**config.mk**
```make
export PLATFORM = sky130hd
export DESIGN_NAME = qoa_slice_decoder
export DESIGN_NICKNAME = d
export VERILOG_FILES = /design/src/rtl/qoa_slice_decoder.sv
export SDC_FILE = /design/constraint.sdc
export NUM_CORES = 2
export LEC_CHECK = 0
export CAP_MARGIN = 20
export CORE_MARGIN = 4
export CORE_UTILIZATION = 30
export CTS_BUF_LIST = sky130_fd_sc_hd__clkbuf_8
export DETAILED_ROUTE_END_ITERATION = 10
export GPL_ROUTABILITY_DRIVEN = 1
export PLACE_DENSITY = 0.48
export SLEW_MARGIN = 20
export SYNTH_ARGS = -nofsm -noshare
export SYNTH_HDL_FRONTEND = slang
export SYNTH_SLANG_ARGS = --single-unit
```
**constraint.sdc**
```tcl
create_clock -name sys_clk -period 23.8 [get_ports sys_clk]
set_input_delay 4.76 -clock sys_clk [delete_from_list [all_inputs] [get_ports sys_clk]]
set_output_delay 4.76 -clock sys_clk [all_outputs]
set_load 0.01 [all_outputs]
```
**src/rtl/qoa_slice_decoder.sv**
```systemverilog
// Multi-channel QOA slice decoder: parses a byte command stream (LOAD, SLICE, CLEAR, NOP),
// decodes each 64-bit slice into 20 clamped 16-bit samples with a per-channel LMS predictor
// and emits them on a valid/ready stream tagged with the channel number.
module qoa_slice_decoder #(
    parameter int unsigned NUM_CH    = 2,
    parameter int unsigned LMS_LEN   = 4,
    parameter int unsigned FRAC_BITS = 13
) (
    input  logic        sys_clk,
    input  logic        sys_rst,
    input  logic [7:0]  in_data,
    input  logic        in_valid,
    output logic        in_ready,
    output logic [15:0] out_sample,
    output logic [3:0]  out_ch,
    output logic        out_last,
    output logic        out_valid,
    input  logic        out_ready,
    output logic        busy,
    output logic        err
);

    localparam int unsigned AccW      = 32 + $clog2(LMS_LEN);
    localparam int unsigned TapW      = $clog2(LMS_LEN);
    localparam int unsigned ChW       = (NUM_CH > 1) ? $clog2(NUM_CH) : 1;
    localparam int unsigned LoadBytes = 4 * LMS_LEN;

    localparam logic [1:0] OpLoad  = 2'b00;
    localparam logic [1:0] OpSlice = 2'b01;
    localparam logic [1:0] OpClear = 2'b10;

    localparam logic signed [AccW:0] SatMax = (AccW+1)'(32767);
    localparam logic signed [AccW:0] SatMin = -(AccW+1)'(32768);

    // Dequant magnitudes indexed by {sf, r[2:1]}; r[0] selects the sign.
    localparam logic [15:0] DeqMag [64] = '{
        16'd1,    16'd3,    16'd5,    16'd7,
        16'd5,    16'd18,   16'd32,   16'd49,
        16'd16,   16'd53,   16'd95,   16'd147,
        16'd34,   16'd113,  16'd203,  16'd315,
        16'd63,   16'd210,  16'd378,  16'd588,
        16'd104,  16'd345,  16'd621,  16'd966,
        16'd158,  16'd528,  16'd950,  16'd1477,
        16'd228,  16'd760,  16'd1368, 16'd2128,
        16'd316,  16'd1053, 16'd1895, 16'd2947,
        16'd422,  16'd1405, 16'd2529, 16'd3934,
        16'd548,  16'd1828, 16'd3290, 16'd5117,
        16'd696,  16'd2320, 16'd4176, 16'd6496,
        16'd868,  16'd2893, 16'd5207, 16'd8099,
        16'd1064, 16'd3548, 16'd6386, 16'd9933,
        16'd1286, 16'd4288, 16'd7718, 16'd12005,
        16'd1536, 16'd5120, 16'd9216, 16'd14336
    };

    typedef enum logic [2:0] {
        StIdle, StLoadRx, StSliceRx, StPredict, StUpdate, StOutput
    } state_e;

    state_e state_q, state_d;

    logic [3:0]             ch_q;
    logic                   ch_ok_q;
    logic [5:0]             byte_cnt_q;
    logic [7:0]             hi_q;
    logic [63:0]            slice_q;
    logic [TapW-1:0]        tap_q;
    logic [4:0]             samp_q;
    logic signed [AccW-1:0] acc_q;
    logic [15:0]            hist_q [NUM_CH][LMS_LEN];
    logic [15:0]            wgt_q  [NUM_CH][LMS_LEN];
    logic [15:0]            out_sample_q;
    logic [3:0]             out_ch_q;
    logic                   out_last_q;
    logic                   out_valid_q;
    logic                   err_q;

    logic                   hdr_ok;
    logic [ChW-1:0]         hdr_idx;
    logic [ChW-1:0]         ch_idx;
    logic [4:0]             load_word;
    logic                   load_is_hist;
    logic [TapW-1:0]        load_tap;
    logic [2:0]             res;
    logic [15:0]            mag;
    logic signed [15:0]     dequant;
    logic signed [15:0]     delta;
    logic signed [31:0]     prod;
    logic signed [AccW-1:0] prod_x;
    logic signed [AccW-1:0] pred;
    logic signed [AccW:0]   sum;
    logic [15:0]            sat_s;

    // Header decode, load addressing and the per-sample arithmetic.
    always_comb begin
        hdr_ok       = ({1'b0, in_data[3:0]} < 5'(NUM_CH));
        hdr_idx      = in_data[ChW-1:0];
        ch_idx       = ch_q[ChW-1:0];
        load_word    = byte_cnt_q[5:1];
        load_is_hist = (load_word < 5'(LMS_LEN));
        load_tap     = load_is_hist ? TapW'(load_word) : TapW'(load_word - 5'(LMS_LEN));
        res          = slice_q[59:57];
        mag          = DeqMag[{slice_q[63:60], res[2:1]}];
        dequant      = res[0] ? -$signed(mag) : $signed(mag);
        delta        = dequant >>> 4;
        prod         = $signed(hist_q[ch_idx][tap_q]) * $signed(wgt_q[ch_idx][tap_q]);
        prod_x       = AccW'(prod);
        pred         = acc_q >>> FRAC_BITS;
        // One extra bit keeps pred + dequant free of overflow before saturation.
        sum          = (AccW+1)'(pred) + (AccW+1)'(dequant);
        if (sum > SatMax) begin
            sat_s = 16'h7fff;
        end else if (sum < SatMin) begin
            sat_s = 16'h8000;
        end else begin
            sat_s = sum[15:0];
        end
    end

    // FSM state register.
    always_ff @(posedge sys_clk or posedge sys_rst) begin
        if (sys_rst) begin
            state_q <= StIdle;
        end else begin
            state_q <= state_d;
        end
    end

    // FSM next-state logic.
    always_comb begin
        state_d = state_q;
        unique case (state_q)
            StIdle: begin
                if (in_valid) begin
                    if (in_data[7:6] == OpLoad) begin
                        state_d = StLoadRx;
                    end else if (in_data[7:6] == OpSlice) begin
                        state_d = StSliceRx;
                    end
                end
            end
            StLoadRx: begin
                if (in_valid && byte_cnt_q == 6'(LoadBytes - 1)) state_d = StIdle;
            end
            StSliceRx: begin
                // Slices for a non-existent channel are swallowed without decoding.
                if (in_valid && byte_cnt_q == 6'd7) state_d = ch_ok_q ? StPredict : StIdle;
            end
            StPredict: begin
                if (tap_q == TapW'(LMS_LEN - 1)) state_d = StUpdate;
            end
            StUpdate: state_d = StOutput;
            StOutput: begin
                if (out_ready) state_d = (samp_q == 5'd19) ? StIdle : StPredict;
            end
            default: state_d = StIdle;
        endcase
    end

    // Datapath: payload capture, channel register file, MAC, LMS update and output registers.
    always_ff @(posedge sys_clk or posedge sys_rst) begin
        if (sys_rst) begin
            ch_q         <= '0;
            ch_ok_q      <= 1'b0;
            byte_cnt_q   <= '0;
            hi_q         <= '0;
            slice_q      <= '0;
            tap_q        <= '0;
            samp_q       <= '0;
            acc_q        <= '0;
            out_sample_q <= '0;
            out_ch_q     <= '0;
            out_last_q   <= 1'b0;
            out_valid_q  <= 1'b0;
            err_q        <= 1'b0;
            for (int c = 0; c < NUM_CH; c++) begin
                for (int j = 0; j < LMS_LEN; j++) begin
                    hist_q[c][j] <= '0;
                    wgt_q[c][j]  <= '0;
                end
            end
        end else begin
            err_q <= 1'b0;
            unique case (state_q)
                StIdle: begin
                    if (in_valid) begin
                        ch_q       <= in_data[3:0];
                        ch_ok_q    <= hdr_ok;
                        byte_cnt_q <= '0;
                        if (!hdr_ok && in_data[7:6] != 2'b11) err_q <= 1'b1;
                        if (hdr_ok && in_data[7:6] == OpClear) begin
                            for (int j = 0; j < LMS_LEN; j++) begin
                                hist_q[hdr_idx][j] <= '0;
                                wgt_q[hdr_idx][j]  <= '0;
                            end
                        end
                    end
                end
                StLoadRx: begin
                    if (in_valid) begin
                        byte_cnt_q <= byte_cnt_q + 6'd1;
                        if (!byte_cnt_q[0]) begin
                            hi_q <= in_data;
                        end else if (ch_ok_q) begin
                            if (load_is_hist) hist_q[ch_idx][load_tap] <= {hi_q, in_data};
                            else              wgt_q[ch_idx][load_tap]  <= {hi_q, in_data};
                        end
                    end
                end
                StSliceRx: begin
                    if (in_valid) begin
                        byte_cnt_q <= byte_cnt_q + 6'd1;
                        slice_q    <= {slice_q[55:0], in_data};
                        tap_q      <= '0;
                        samp_q     <= '0;
                        acc_q      <= '0;
                    end
                end
                StPredict: begin
                    acc_q <= acc_q + prod_x;
                    tap_q <= (tap_q == TapW'(LMS_LEN - 1)) ? '0 : tap_q + TapW'(1);
                end
                StUpdate: begin
                    for (int j = 0; j < LMS_LEN; j++) begin
                        wgt_q[ch_idx][j] <= wgt_q[ch_idx][j] +
                                            (hist_q[ch_idx][j][15] ? -delta : delta);
                    end
                    for (int j = 0; j < LMS_LEN - 1; j++) begin
                        hist_q[ch_idx][j] <= hist_q[ch_idx][j+1];
                    end
                    hist_q[ch_idx][LMS_LEN-1] <= sat_s;
                    // Bring the next residual to [59:57]; sf in [63:60] stays put.
                    slice_q      <= {slice_q[63:60], slice_q[56:0], 3'b000};
                    out_sample_q <= sat_s;
                    out_ch_q     <= ch_q;
                    out_last_q   <= (samp_q == 5'd19);
                    out_valid_q  <= 1'b1;
                end
                StOutput: begin
                    if (out_ready) begin
                        out_valid_q <= 1'b0;
                        samp_q      <= samp_q + 5'd1;
                        acc_q       <= '0;
                        tap_q       <= '0;
                    end
                end
                default: ;
            endcase
        end
    end

    assign in_ready   = !sys_rst &&
                        (state_q == StIdle || state_q == StLoadRx || state_q == StSliceRx);
    assign busy       = (state_q != StIdle);
    assign err        = err_q;
    assign out_sample = out_sample_q;
    assign out_ch     = out_ch_q;
    assign out_last   = out_last_q;
    assign out_valid  = out_valid_q;

endmodule

```
==> flow_summary.html <==
<table>
<tr><th>Metric</th><th>Value</th></tr>
<tr><th colspan="2">Outcome</th></tr>
<tr><td>Result of the run</td><td>finished clean</td></tr>
<tr><th colspan="2">Global routing</th></tr>
<tr><td>Aggregate global routing overflow</td><td>0</td></tr>
<tr><td>Total routing resource utilization after global routing</td><td>21.2%</td></tr>
<tr><td>First-pass GRT wire length</td><td>220 mm</td></tr>
<tr><td>Largest net degree at the start of global routing</td><td>116</td></tr>
<tr><td>Initial antenna violation count</td><td>3</td></tr>
<tr><td>Via count of the first global-routing pass</td><td>33300</td></tr>
<tr><th colspan="2">STA</th></tr>
<tr><td>Period utilisation layout</td><td>a little under half</td></tr>
<tr><td>Maximum clock frequency</td><td>89.0 MHz</td></tr>
<tr><td>Final Hold Vio Count</td><td>0</td></tr>
<tr><td>Slew at the pin closest to its max-slew limit</td><td>1.23 ns</td></tr>
<tr><td>Clock skew</td><td>just under 0.07 ns</td></tr>
<tr><td>Number of pins exceeding their max-slew limit in the final report</td><td>0</td></tr>
<tr><td>Number of endpoints failing setup at the final stage</td><td>0</td></tr>
<tr><td>Headroom to the max-slew limit</td><td>between 10% and 20%</td></tr>
<tr><td>Setup repair after global routing missed its margin</td><td>no</td></tr>
<tr><td>Clock period minus worst slack</td><td>11.24 ns</td></tr>
<tr><td>Setup TNS after final layout</td><td>0 ns</td></tr>
<tr><th colspan="2">Die</th></tr>
<tr><td>Initial standard-cell utilization of the core</td><td>between 30 and 40%</td></tr>
<tr><td>Die width</td><td>about 370 um</td></tr>
<tr><td>Ports placed on the boundary</td><td>37</td></tr>
<tr><td>Die Ht</td><td>about 370 um</td></tr>
<tr><td>Die ar.</td><td>0.136 mm^2</td></tr>
<tr><td>Area of the core region</td><td>0.128 mm^2</td></tr>
<tr><td>Total number of placement rows</td><td>131</td></tr>
<tr><th colspan="2">Placement</th></tr>
<tr><td>Estimated wirelength of the detail-placed design</td><td>104 mm</td></tr>
<tr><td>Total of buffers placed on input and output ports</td><td>36</td></tr>
<tr><td>Final GP Congestion</td><td>0.903</td></tr>
<tr><th colspan="2">Logic synthesis</th></tr>
<tr><td>XOR/XNOR share of the synthesized area</td><td>roughly 3.6%</td></tr>
<tr><td>Post-Synth Adder-Cell Area</td><td>22.4%</td></tr>
<tr><td>Synth Area in Simple Gates</td><td>14.4%</td></tr>
<tr><td>Yosys warning total</td><td>0</td></tr>
<tr><td>Complex-gate fraction of the synthesized area</td><td>19.2%</td></tr>
<tr><td>Synthesized area</td><td>0.0389 mm^2</td></tr>
<tr><td>Flip-flop cell with the highest count after synthesis</td><td>sky130_fd_sc_hd__dfrtp_1</td></tr>
<tr><td>Synthesized instance count</td><td>roughly 4400</td></tr>
<tr><td>Nets in the synthesized netlist</td><td>4953</td></tr>
<tr><td>EDFF count, synth</td><td>0</td></tr>
<tr><td>Mean cell area of the mapped netlist</td><td>between 8 and 9 um^2</td></tr>
<tr><td>Number of unique standard cell types used by synthesis</td><td>103</td></tr>
<tr><td>Sequential share of the synthesized area</td><td>roughly a quarter</td></tr>
<tr><td>Register bit total from synthesis</td><td>406</td></tr>
<tr><td>Post-synth ARST share</td><td>100%</td></tr>
<tr><td>Combinational family with the most area after synthesis</td><td>adder cells</td></tr>
<tr><td>Portion of netlist area occupied by mux cells</td><td>7.00%</td></tr>
<tr><th colspan="2">Clock network</th></tr>
<tr><td>Max Root-Sink Buffers</td><td>3</td></tr>
<tr><td>Clock buffers created by TritonCTS</td><td>80</td></tr>
<tr><td>Number of buffers inserted to repair setup after CTS</td><td>0</td></tr>
<tr><td>TritonCTS Sinks</td><td>approximately 400</td></tr>
<tr><td>Clock transition at path regs</td><td>roughly 0.06 ns</td></tr>
<tr><td>Root cell of the clock tree</td><td>sky130_fd_sc_hd__clkbuf_8</td></tr>
<tr><td>H-tree depth</td><td>3</td></tr>
<tr><td>Clock latency reported for the late side of the worst-skew pair</td><td>~0.77 ns</td></tr>
<tr><td>TritonCTS clock tree</td><td>built</td></tr>
<tr><td>Cells resized by post-CTS repair</td><td>0</td></tr>
<tr><td>Hold bufs inserted after CTS</td><td>0</td></tr>
<tr><th colspan="2">Drt</th></tr>
<tr><td>Vias</td><td>33700</td></tr>
<tr><td>Number of DRC violations after detailed routing</td><td>0</td></tr>
<tr><td>First-pass iteration count of the detailed router</td><td>6</td></tr>
<tr><td>Detail Route Antenna Nets</td><td>0</td></tr>
<tr><td>Initial detailed-routing violation count</td><td>approximately 3300</td></tr>
<tr><td>Per-cell routed wire length</td><td>23.8 um</td></tr>
<tr><td>Total wirelength of the detailed-routed design</td><td>147 mm</td></tr>
<tr><td>Via density</td><td>5.47</td></tr>
<tr><th colspan="2">Final layout</th></tr>
<tr><td>Area added between synthesis and finish</td><td>9.88%</td></tr>
<tr><td>Combined area of the multi-input logic cells</td><td>0.0260 mm^2</td></tr>
<tr><td>Fraction of final layout cells sized beyond drive strength 1</td><td>9.71%</td></tr>
<tr><td>Area used by sequential logic in the layout</td><td>0.0102 mm^2</td></tr>
<tr><td>Total Nets Final</td><td>slightly below 5000</td></tr>
<tr><td>Fill cell count</td><td>13500</td></tr>
<tr><th colspan="2">Setup path</th></tr>
<tr><td>Element type at the critical path end</td><td>primary output</td></tr>
<tr><td>CP Buf/Inv Count</td><td>3</td></tr>
<tr><td>Worst Path Arrival</td><td>roughly 6.5 ns</td></tr>
<tr><td>Cells along the critical path</td><td>clkdlybuf4s50_1, inv_8, and2_1, clkdlybuf4s50_1</td></tr>
<tr><td>Dominant delay contributor by cell family on the critical path</td><td>buffers and inverters</td></tr>
<tr><td>Required time reported for the critical path endpoint</td><td>19.04 ns</td></tr>
<tr><td>Setup crit start kind</td><td>input port</td></tr>
<tr><td>Startpoint-to-endpoint class of the critical path</td><td>in2out</td></tr>
<tr><td>Maximum net fanout on the critical path</td><td>60</td></tr>
<tr><td>Library cell appearing most often on the critical path</td><td>sky130_fd_sc_hd__clkdlybuf4s50_1</td></tr>
<tr><td>Worst path max stage delay</td><td>0.54 ns</td></tr>
<tr><td>Crit-path slowest cell</td><td>sky130_fd_sc_hd__clkdlybuf4s50_1</td></tr>
<tr><th colspan="2">Worst hold path</th></tr>
<tr><td>Type of the worst min-delay path</td><td>reg2reg</td></tr>
<tr><th colspan="2">Flow run</th></tr>
<tr><td>Max-Cap Viols</td><td>0</td></tr>
</table>
==> Yosys cell counts, types with 52 or more instances <==
cell type,number,area [um^2]
sky130_fd_sc_hd__o22ai_1,104,651
sky130_fd_sc_hd__a21oi_1,248,1240
sky130_fd_sc_hd__o21ai_0,338,1690
sky130_fd_sc_hd__nor2_1,334,1250
sky130_fd_sc_hd__a22o_1,77,674
sky130_fd_sc_hd__dfrtp_1,406,10200
sky130_fd_sc_hd__clkbuf_1,228,856
sky130_fd_sc_hd__ha_1,200,2500
sky130_fd_sc_hd__inv_1,454,1700
sky130_fd_sc_hd__nor2b_1,52,325
sky130_fd_sc_hd__nand2_1,596,2240
sky130_fd_sc_hd__mux2_2,102,1150
sky130_fd_sc_hd__a31oi_1,76,475
sky130_fd_sc_hd__fa_1,310,6210
sky130_fd_sc_hd__xnor2_1,118,1030
==> per-layer routing <==
metal / wire, um / share of wire [%] / vias up / GRT usage [%]
met2: 63200 / 43 / 1352 / 32.1
li1: - / - / 15100 / -
met3: 11700 / 8.0 / 264 / 3.83
met1: 65900 / 45 / 17000 / 30.1
met5: 0 / 0 / - / 0
met4: 5790 / 3.9 / 0 / 7.89
==> worst paths after layout <==
check	endpoint	startpoint	slack, ns	cells past startpoint
max	in_ready	sys_rst	12.56	4
min	out_ch[1]	ch_q[1]	0.47	2
max reg2reg	acc_q[33]	ch_q[0]	14.56	25
min reg2reg	out_ch[1]	ch_q[1]	0.47	2
max in group asynchronous	hist_q[47]	sys_rst	17.23	4
min in group asynchronous	slice_q[31]	sys_rst	4.51	2
==> worst reg2reg max path: stages, from the launching register on <==
cell and delay, ns:
sky130_fd_sc_hd__dfrtp_4 0.78, sky130_fd_sc_hd__buf_4 0.76, sky130_fd_sc_hd__mux2_2 0.64, sky130_fd_sc_hd__mux4_2 0.70
sky130_fd_sc_hd__nand2_1 0.21, sky130_fd_sc_hd__inv_1 0.08, sky130_fd_sc_hd__fa_1 0.47, sky130_fd_sc_hd__inv_1 0.23
sky130_fd_sc_hd__fa_1 0.49, sky130_fd_sc_hd__fa_1 0.52, sky130_fd_sc_hd__inv_1 0.05, sky130_fd_sc_hd__fa_1 0.50
sky130_fd_sc_hd__fa_1 0.50, sky130_fd_sc_hd__inv_1 0.05, sky130_fd_sc_hd__fa_1 0.47, sky130_fd_sc_hd__inv_1 0.04
sky130_fd_sc_hd__ha_1 0.35, sky130_fd_sc_hd__and2_1 0.23, sky130_fd_sc_hd__nand3_1 0.10, sky130_fd_sc_hd__or4_1 0.61
sky130_fd_sc_hd__a31oi_1 0.45, sky130_fd_sc_hd__a41oi_1 0.29, sky130_fd_sc_hd__a21oi_1 0.20, sky130_fd_sc_hd__a21o_1 0.14
sky130_fd_sc_hd__xnor2_1 0.06, sky130_fd_sc_hd__a22o_1 0.17
==> layout make-up <==
cell class                 instances  share of cell area, %
antenna                            4                 0.0234
clock buffer                      98                   3.15
clock inverter                    48                  0.845
inverter                         458                   4.04
multi-input combinational       3295                   60.8
sequential                       406                   23.8
tap                             1729                   5.06
timing repair buffer             115                   2.27
==> flip-flops by register name, indices dropped and copies added, names as in the netlist, 2 cells and up <==
signal	flops
acc_q	34
byte_cnt_q	6
ch_q	4
hi_q	8
hist_q	128
out_ch	4
out_sample	16
samp_q	5
slice_q	64
state_q	3
tap_q	2
wgt_q	128
==> cells by family after synthesis <==
logic type	count (synthesis)
multiplexers	194
XOR/XNOR	158
adder cells (fa/ha/maj)	510
AO/OA/AOI/OAI	1166
buffers and inverters	730
flip-flops	406
AND/OR/NAND/NOR	1267
==> through the flow <==
| stage | std cells | util, % | instance area (um^2) | hold slack (ns) | setup WS, ns |
|---|---|---|---|---|---|
| detailed placement | 6001 | 32.0 | 41000 | 0.465 | 12.55 |
| global placement | 6000 | 32.0 | 41000 | 0.455 | 12.52 |
| floorplan | 4431 | - | 38900 | 0.433 | 5.06 |
| global route | 6151 | 33.4 | 42800 | 0.490 | 12.47 |
| CTS | 6147 | 33.3 | 42700 | 0.478 | 12.53 |
| finish | 6153 | 33.4 | 42800 | 0.471 | 12.56 |
==> cell usage in the layout, fill, tap and decap left out, drive strengths merged, types with 19 or more instances in the layout <==
master         synthesis  final
fa                   310    310
mux4                  52     52
nand2b                39     39
clkdlybuf4s50          0     36
and3                  35     35
xor2                  39     39
buf                   44     78
a22o                  77     77
a22oi                 49     49
ha                   200    200
nor3                  51     51
nor2b                 52     52
a21oi                248    248
inv                  457    489
nand2                596    596
or2                   19     19
o21a                  30     30
o22ai                104    104
o21ai                339    339
mux2                 102    102
a31oi                 77     77
a21o                  41     41
xnor2                119    119
and2                  39     39
dfrtp                406    406
nand3                 32     32
mux2i                 40     40
nor2                 335    335
clkbuf               228     99
a211oi                22     22
Power is not shown: default switching activity piles up to over one toggle a cycle in this logic, so the estimate is an artifact.
